**src/rtl/dispatch_scheduler.sv**
```systemverilog
// Issue-stage controller: register scoreboard, in-flight counter and SYS-op
// serialization in front of the ALU/BRU/SYS execution units.
module dispatch_scheduler #(
  parameter int MAX_OUTSTANDING = 8,
  parameter int CNT_W           = $clog2(MAX_OUTSTANDING + 1)
) (
  input  logic             clk,
  input  logic             rst,
  input  logic             in_valid,
  output logic             in_ready,
  input  logic [4:0]       in_rs1,
  input  logic [4:0]       in_rs2,
  input  logic [4:0]       in_rd,
  input  logic [1:0]       in_unit,
  input  logic             alu_ready,
  input  logic             bru_ready,
  input  logic             sys_ready,
  output logic             alu_valid,
  output logic             bru_valid,
  output logic             sys_valid,
  input  logic             wb_valid,
  input  logic [4:0]       wb_rd,
  input  logic             wb_sys,
  input  logic             invalidate,
  output logic [31:0]      busy,
  output logic [CNT_W-1:0] outstanding,
  output logic [31:0]      hazard_stalls
);

  typedef enum logic [1:0] {
    RUN      = 2'd0,
    DRAIN    = 2'd1,
    SYS_WAIT = 2'd2
  } state_t;

  state_t           state_q, state_d;
  logic [31:0]      busy_q, busy_d;
  logic [CNT_W-1:0] outstanding_q, outstanding_d;
  logic [31:0]      hazard_stalls_q, hazard_stalls_d;

  logic hazard, full, unit_rdy, is_sys, base_go, go, stall_inc;

  // No writeback bypass: a consumer waits for the registered clear.
  assign hazard  = busy_q[in_rs1] | busy_q[in_rs2] | busy_q[in_rd];
  assign full    = (outstanding_q == CNT_W'(MAX_OUTSTANDING));
  assign is_sys  = (in_unit == 2'd2);
  assign base_go = in_valid & ~invalidate & ~hazard & ~full & unit_rdy;

  always_comb begin
    unit_rdy = 1'b0;
    case (in_unit)
      2'd0:    unit_rdy = alu_ready;
      2'd1:    unit_rdy = bru_ready;
      2'd2:    unit_rdy = sys_ready;
      default: unit_rdy = 1'b0;
    endcase
  end

  always_comb begin
    state_d = state_q;
    go      = 1'b0;
    case (state_q)
      RUN: begin
        go = base_go & ~is_sys;
        if (in_valid && is_sys && !invalidate) state_d = DRAIN;
      end
      DRAIN: begin
        go = base_go & is_sys & (outstanding_q == '0);
        if (invalidate)  state_d = RUN;
        else if (go)     state_d = SYS_WAIT;
      end
      SYS_WAIT: begin
        if (wb_valid && wb_sys) state_d = RUN;
      end
      default: state_d = RUN;
    endcase
  end

  assign in_ready  = go;
  assign alu_valid = go & (in_unit == 2'd0);
  assign bru_valid = go & (in_unit == 2'd1);
  assign sys_valid = go & (in_unit == 2'd2);

  // Per-bit scoreboard update; set dominates clear, x0 is never tracked.
  assign busy_d[0] = 1'b0;
  generate
    for (genvar gi = 1; gi < 32; gi++) begin : g_busy
      assign busy_d[gi] = (go && in_rd == 5'(gi)) ||
                          (busy_q[gi] && !(wb_valid && wb_rd == 5'(gi)));
    end
  endgenerate

  always_comb begin
    outstanding_d = outstanding_q;
    if (go && !wb_valid)
      outstanding_d = outstanding_q + CNT_W'(1);
    else if (!go && wb_valid && outstanding_q != '0)
      outstanding_d = outstanding_q - CNT_W'(1);
  end

  assign stall_inc = in_valid & hazard & (state_q != SYS_WAIT);

  always_comb begin
    hazard_stalls_d = hazard_stalls_q;
    if (stall_inc && hazard_stalls_q != 32'hFFFF_FFFF)
      hazard_stalls_d = hazard_stalls_q + 32'd1;
  end

  always_ff @(posedge clk) begin
    if (rst) begin
      state_q         <= RUN;
      busy_q          <= '0;
      outstanding_q   <= '0;
      hazard_stalls_q <= '0;
    end else begin
      state_q         <= state_d;
      busy_q          <= busy_d;
      outstanding_q   <= outstanding_d;
      hazard_stalls_q <= hazard_stalls_d;
    end
  end

  assign busy          = busy_q;
  assign outstanding   = outstanding_q;
  assign hazard_stalls = hazard_stalls_q;

  // A writeback with nothing in flight is an upstream protocol violation.
  a_wb_underflow: assert property (@(posedge clk) disable iff (rst)
    wb_valid |-> (outstanding_q != '0));

endmodule

```
**config.mk**
```make
export PLATFORM = sky130hd
export DESIGN_NAME = dispatch_scheduler
export DESIGN_NICKNAME = d
export VERILOG_FILES = /design/src/rtl/dispatch_scheduler.sv
export SDC_FILE = /design/constraint.sdc
export NUM_CORES = 1
export LEC_CHECK = 0
export CAP_MARGIN = 20
export CORE_ASPECT_RATIO = 1.25
export CORE_UTILIZATION = 50
export DETAILED_ROUTE_END_ITERATION = 10
export PLACE_DENSITY_LB_ADDON = 0.25
export SLEW_MARGIN = 10
export SYNTH_ARGS = -nofsm -noshare
export SYNTH_HDL_FRONTEND = slang
export SYNTH_SLANG_ARGS = --single-unit
```
**constraint.sdc**
```tcl
create_clock -name clk -period 6.9 [get_ports clk]
set_input_delay 2.07 -clock clk [delete_from_list [all_inputs] [get_ports clk]]
set_output_delay 2.07 -clock clk [all_outputs]
set_load 0.1 [all_outputs]
```
==> flow_summary.ini, run 1 <==
[run_status]
status = finished with violations
failed_checks = design-rule violations

[place]
place_congestion = 0.955
hpwl_um = 9470
dpl-instance-area_um2 = 5270
io_buffers = 101
pre_cts_ws_ns = 0.152

[worst_setup_path]
path_cells = clkdlybuf4s50_1, mux4_2, mux2i_1, nor2_1, a41oi_1, and3_1, nor3b_4, buf_12
crit_path_start_kind = input port
crit_path_end_kind = output port
cp_max_fo = 8
slowest_delay_ns = 0.68
crit_arrival_ns = 4.57
crit_required_ns = 4.83
crit_type = input port to output port
slowest_stage = clkdlybuf4s50_1

[synth]
ys_seq_elements = 69
synth-main-ff-cell = dfxtp_1
synth_area_leaders = dfxtp_1 33%, mux4_2 7.0%, mux2i_1 6.4%
ys_async_sr_fraction_pct = 0
yosysTopAreaCellShare_pct = 32.9
ys_types = 54
synthMuxAreaShare_pct = 15.7
synth_top_family_by_area = simple AND/OR/NAND/NOR gates
ys_seq_area_share_pct = 32.9
ys_warn_count = 0
synth_xor_area_share_pct = 3.97
yosysTopAreaCell = dfxtp_1
syn_nets = 519
syn_area_um2 = 4200
yosys.area_share.adder_pct = 1.37
synthCells = 484
synth-compound-area-share_pct = 13.8
yosys.area_share.simple_pct = 27.9
synth_edf_count = 0
avgSynthCellArea_um2 = 8.67

[sta]
finalSetupViolations = 0
tightest_slew_ns = 0.992
drv_slew = 0
fmaxAchievable_ghz = 0.151
slew_headroom_pct = 33.7
skew_ns = 0.00874
setup_slack_ns = 0.263
finalCritPeriodShare_pct = 96.2
setup_tns_ns = 0
finalCriticalPeriod_ns = 6.64
hold_viol_final = 0
rsz0062_at_grt = no

[pwr]
p_per_area_nw_per_um2 = 189
power_uw = 1040
cellLeakagePower_uw = 0.00188
power_frac_comb_pct = 26.9
seqPwrFrac_pct = 41.0
p_sw_uw = 360
p_int_uw = 680
peakVddDrop_v = 0.000153
swShare_pct = 34.6
p_clk_share_pct = 32.1

[cells_and_area]
final_cell_area_um2 = 5490
drive_gt1_share_pct = 9.83
syn_to_final_growth_pct = 30.9
diodes = 0
final_util_pct = 67.0
layout_common_cells = 96 x clkdlybuf4s50_1, 69 x dfxtp_1, 45 x o21ai_0, 38 x nand3_1, 37 x nand2_1
nNetsFinal = 610
final_common_cell = clkdlybuf4s50_1

[clock_network]
clock_latency_ns = 0.34
cts_resized = 0
clock_sink_count = 69
cts_tree = done
htreeDepth = 3
postCtsSetupBuffers = 0
cts_buffers = 9
cts.path.max_buffers = 2
cts_hold_buf = 0
clk_pin_slew_ns = 0.07
cts-root-buf = clkbuf_8

[job]
max-cap-violations = 0

[drt]
vias_per_cell = 6.43
drt-wirelength-per-cell_um = 19.3
vias = 4351
wl_um = 13000
dr.pass1.iters = 10
first_iter_violations = 268
ant_nets = 0
route.detailed.drc = 16

[die]
die_w_um = 83.9
rows = 37
dieHeight_um = 104
die_area_um2 = 8760
io_pins = 103
core_um2 = 8190
initial_core_util_pct = 51.2

[worst_hold_path]
min_path_type = flip-flop to flip-flop

[grt]
track_usage_pct = 30.0
grt_max_degree = 40
grt-ovfl-total = 0
grt_pass1_vias = 4073
grt_pass1_wl_um = 20700
antenna_found_initial = 0
## cells in the mapped netlist (all sizes together), types with 6 or more instances
cell type,count
xor2,16
nor2,33
nand2b,10
buf,12
mux2,8
and3,12
clkbuf,18
nor2b,13
dfxtp,69
a21oi,14
o21ai,45
or3,13
nand3b,6
nand4,19
nand3,38
mux4,13
mux2i,27
nand2,38
o211ai,13
## worst paths after layout
path / slack, ns / depth (start not counted) / end / start
worst max register to register: 3.28 / 13 / outstanding[3] / busy[13]
worst min-delay path: 0.51 / 2 / hazard_stalls[30] / hazard_stalls[30]
worst max-delay path: 0.26 / 8 / alu_valid / in_rs2[1]
worst min register to register: 0.51 / 2 / hazard_stalls[30] / hazard_stalls[30]
## layout make-up
class                           count  area, µm²
Fill cell                         679       2700
Multi-Input combinational cell    381       2650
Inverter                            4       15.0
Timing Repair Buffer              110       1130
Sequential cell                    69       1380
Tap cell                           97        121
Clock inverter                      6       62.6
Clock buffer                       10        138
## critical path, delay by kind of cell
| family | cells | cell delay (ns) |
|---|---|---|
| simple gates | 3 | 0.62 |
| buf+inv | 2 | 0.88 |
| mux | 2 | 0.70 |
| compound gates | 1 | 0.28 |
## power groups by stage
stage	sequential, µW	clock, µW	combinational [µW]
after floorplan	513	0	124
after global placement	435	0	271
after detailed placement	436	0	277
after CTS	426	338	278
after global routing	429	356	298
final	426	334	280
## stage by stage
stage	instances	hold WS, ns
floorplan	484	0.545
global placement	660	0.482
detailed placement	660	0.499
CTS	676	0.510
global route	677	0.546
finish	677	0.508
## registers in the layout (all words and copies together) (netlist names)
signal	count
hazard_stalls	32
busy	31
outstanding	4
state_q	2
## metal layers
layer / share of wire [%] / global-route usage, % / wire (µm) / up-vias
met5: 0 / 0 / 0 / -
met4: 6.2 / 17.6 / 813 / 0
met3: 7.5 / 5.32 / 973 / 68
met2: 49 / 51.7 / 6430 / 246
met1: 37 / 34.4 / 4830 / 2053
li1: - / - / - / 1984
## logic make-up after synthesis
| logic type | count (synthesis) |
|---|---|
| AND/OR/NAND/NOR | 215 |
| AO/OA/AOI/OAI | 94 |
| flip-flops | 69 |
| multiplexers | 48 |
| buffers and inverters | 34 |
| XOR/XNOR | 19 |
| adder cells (fa/ha/maj) | 4 |
| other | 1 |
(Power assumes the default switching activity.)
==> inputs of run 2 (changes only) <==
--- a/config.mk
+++ b/config.mk
@@ -6,10 +6,13 @@
 export NUM_CORES = 1
 export LEC_CHECK = 0
 export CAP_MARGIN = 20
+export CELL_PAD_IN_SITES_DETAIL_PLACEMENT = 1
+export CELL_PAD_IN_SITES_GLOBAL_PLACEMENT = 1
 export CORE_ASPECT_RATIO = 1.25
-export CORE_UTILIZATION = 50
+export CORE_UTILIZATION = 40
 export DETAILED_ROUTE_END_ITERATION = 10
 export PLACE_DENSITY_LB_ADDON = 0.25
+export SKIP_CTS_REPAIR_TIMING = 1
 export SLEW_MARGIN = 10
 export SYNTH_ARGS = -nofsm -noshare
 export SYNTH_HDL_FRONTEND = slang
==> constraint.sdc (replaced) <==
create_clock -name clk -period 6.9 [get_ports clk]
set_input_delay 1.38 -clock clk [delete_from_list [all_inputs] [get_ports clk]]
set_output_delay 1.38 -clock clk [all_outputs]
set_load 0.1 [all_outputs]
==> run 2 against run 1 <==
The run now ends clean. Power grew 11%. Die area up 24%. Setup slack improved by 0.70 ns. Clock power is 31% higher. Register-to-register slack lost 0.06 ns. Largest cell class unchanged.
==> flow_summary.ini, run 2 (synthesized netlist as in run 1, its figures left out) <==
[die]
die_area_um2 = 10900
die_w_um = 93.6
core_um2 = 10200
rows = 41
io_pins = 103
initial_core_util_pct = 41.3
dieHeight_um = 117

[run_status]
status = completed

[cells_and_area]
syn_to_final_growth_pct = 31.1
layout_common_cells = 97 x clkdlybuf4s50_1, 69 x dfxtp_1, 45 x o21ai_0, 38 x nand3_1, 37 x nand2_1
fillers = 1205
drive_gt1_share_pct = 8.36
nNetsFinal = 605
multi_input_area_um2 = 2630
diodes = 0
seqCellArea_um2 = 1380
largest_reg_flops = 32
final_common_cell = clkdlybuf4s50_1

[worst_hold_path]
min_path_type = flip-flop to flip-flop

[grt]
grt_max_degree = 39
track_usage_pct = 28.9
grt_pass1_vias = 4518
grt-ovfl-total = 0
antenna_found_initial = 0
grt_pass1_wl_um = 23700

[drt]
drt-wirelength-per-cell_um = 21.2
ant_nets = 0
route.detailed.drc = 0
first_iter_violations = 224
wl_um = 14900
vias = 4293
vias_per_cell = 6.11
dr.pass1.iters = 4

[worst_setup_path]
crit_required_ns = 5.52
r2r_slack_ns = 3.22
r2r-start = busy[22]
r2r_end = outstanding[3]
rr_worst_depth = 13
crit_type = input port to output port
crit_path_end_kind = output port
crit_path_start_kind = input port
endpoint = alu_valid
crit_arrival_ns = 4.55
crit_start = in_rs2[2]
cp_max_fo = 13

[pwr]
peakVddDrop_v = 0.000120
cellLeakagePower_uw = 0.00187
p_per_area_nw_per_um2 = 209

[clock_network]
clock_sink_count = 69
cts_tree = done
cts-root-buf = clkbuf_16
htreeDepth = 3
cts.path.max_buffers = 2
cts_buffers = 9
clock_latency_ns = 0.34
clk_pin_slew_ns = 0.05

[sta]
tightest_slew_ns = 1.00
setup_slack_ns = 0.966
hold_viol_final = 0
skew_ns = 0.00674
setup_tns_ns = 0
finalSetupViolations = 0
finalCritPeriodShare_pct = 86.0
drv_slew = 0
fmaxAchievable_ghz = 0.169
rsz0062_at_grt = no
slew_headroom_pct = 33.1
finalCriticalPeriod_ns = 5.93

[place]
place_congestion = 0.965
pre_cts_ws_ns = 1.04
hpwl_um = 11000
io_buffers = 101

[job]
max-cap-violations = 0
==> run 2: cell count changes in the layout (fill, tap and decap cells not counted), moves of 2 or more <==
cell / before / now
buf_12: 4 / 0
clkbuf_8: 10 / 3
clkbuf_16: 0 / 9
clkbuf_1: 0 / 2
clkinvlp_4: 3 / 0
==> run 2: worst min path at each step <==
stage          cells past startpoint             start  slack (ns)          endpoint
2_1_floorplan                      2        state_q[1]        0.55        state_q[0]
3_3_place_gp                       2  hazard_stalls[6]        0.49  hazard_stalls[6]
3_5_place_dp                       2  hazard_stalls[6]        0.51  hazard_stalls[6]
4_1_cts                            2  hazard_stalls[6]        0.52  hazard_stalls[6]
5_1_grt                            2  hazard_stalls[6]        0.53  hazard_stalls[6]
6_report                           2  hazard_stalls[6]        0.51  hazard_stalls[6]
==> run 2: routing by layer <==
| layer | wire [µm] | share of wire (%) | vias to the layer above | track usage, % |
|---|---|---|---|---|
| met2 | 8100 | 54 | 147 | 54.3 |
| met5 | 0 | 0 | - | 0 |
| met3 | 669 | 4.5 | 41 | 5.27 |
| met1 | 5550 | 37 | 2130 | 30.7 |
| met4 | 586 | 3.9 | 0 | 15.1 |
| li1 | - | - | 1975 | - |
==> run 2: area by class of cell <==
| class | instances | area share (%) |
|---|---|---|
| sequential | 69 | 25.1 |
| timing repair buffer | 105 | 18.7 |
| inverter | 4 | 0.273 |
| clock inverter | 1 | 0.0910 |
| multi-input combinational | 381 | 47.9 |
| tap | 129 | 2.93 |
| clock buffer | 14 | 4.98 |
==> run 2: power breakdown <==
group	switching (µW)	total (µW)	internal (µW)
logic	189	282	93.1
clock network	168	438	270
registers	18.4	429	410
==> run 2: critical path, stage by stage <==
cell and delay (ns):
clkdlybuf4s50_1 0.90, mux2i_1 0.27, o22ai_1 0.13, a222oi_1 0.53, and4_1 0.28, and3_1 0.27, buf_4 0.22, nor3b_1 0.23
buf_4 0.33
==> run 2: through the flow <==
stage	instances	power, µW	utilization, %	cell area, µm²	hold WS [ns]
after detailed placement	688	716	51.4	5220	0.510
final	703	1150	54.2	5500	0.505
after global placement	688	706	51.4	5220	0.485
after floorplan	484	637	-	4200	0.545
after CTS	703	1160	54.2	5500	0.518
after global routing	703	1200	54.2	5500	0.527
==> inputs of run 3 (changes only) <==
--- a/config.mk
+++ b/config.mk
@@ -13,7 +13,6 @@
 export DETAILED_ROUTE_END_ITERATION = 10
 export PLACE_DENSITY_LB_ADDON = 0.25
 export SKIP_CTS_REPAIR_TIMING = 1
-export SLEW_MARGIN = 10
 export SYNTH_ARGS = -nofsm -noshare
 export SYNTH_HDL_FRONTEND = slang
 export SYNTH_SLANG_ARGS = --single-unit
==> results of run 3 <==
Same layout as run 2: the final DEF is identical, and so are final timing and power.
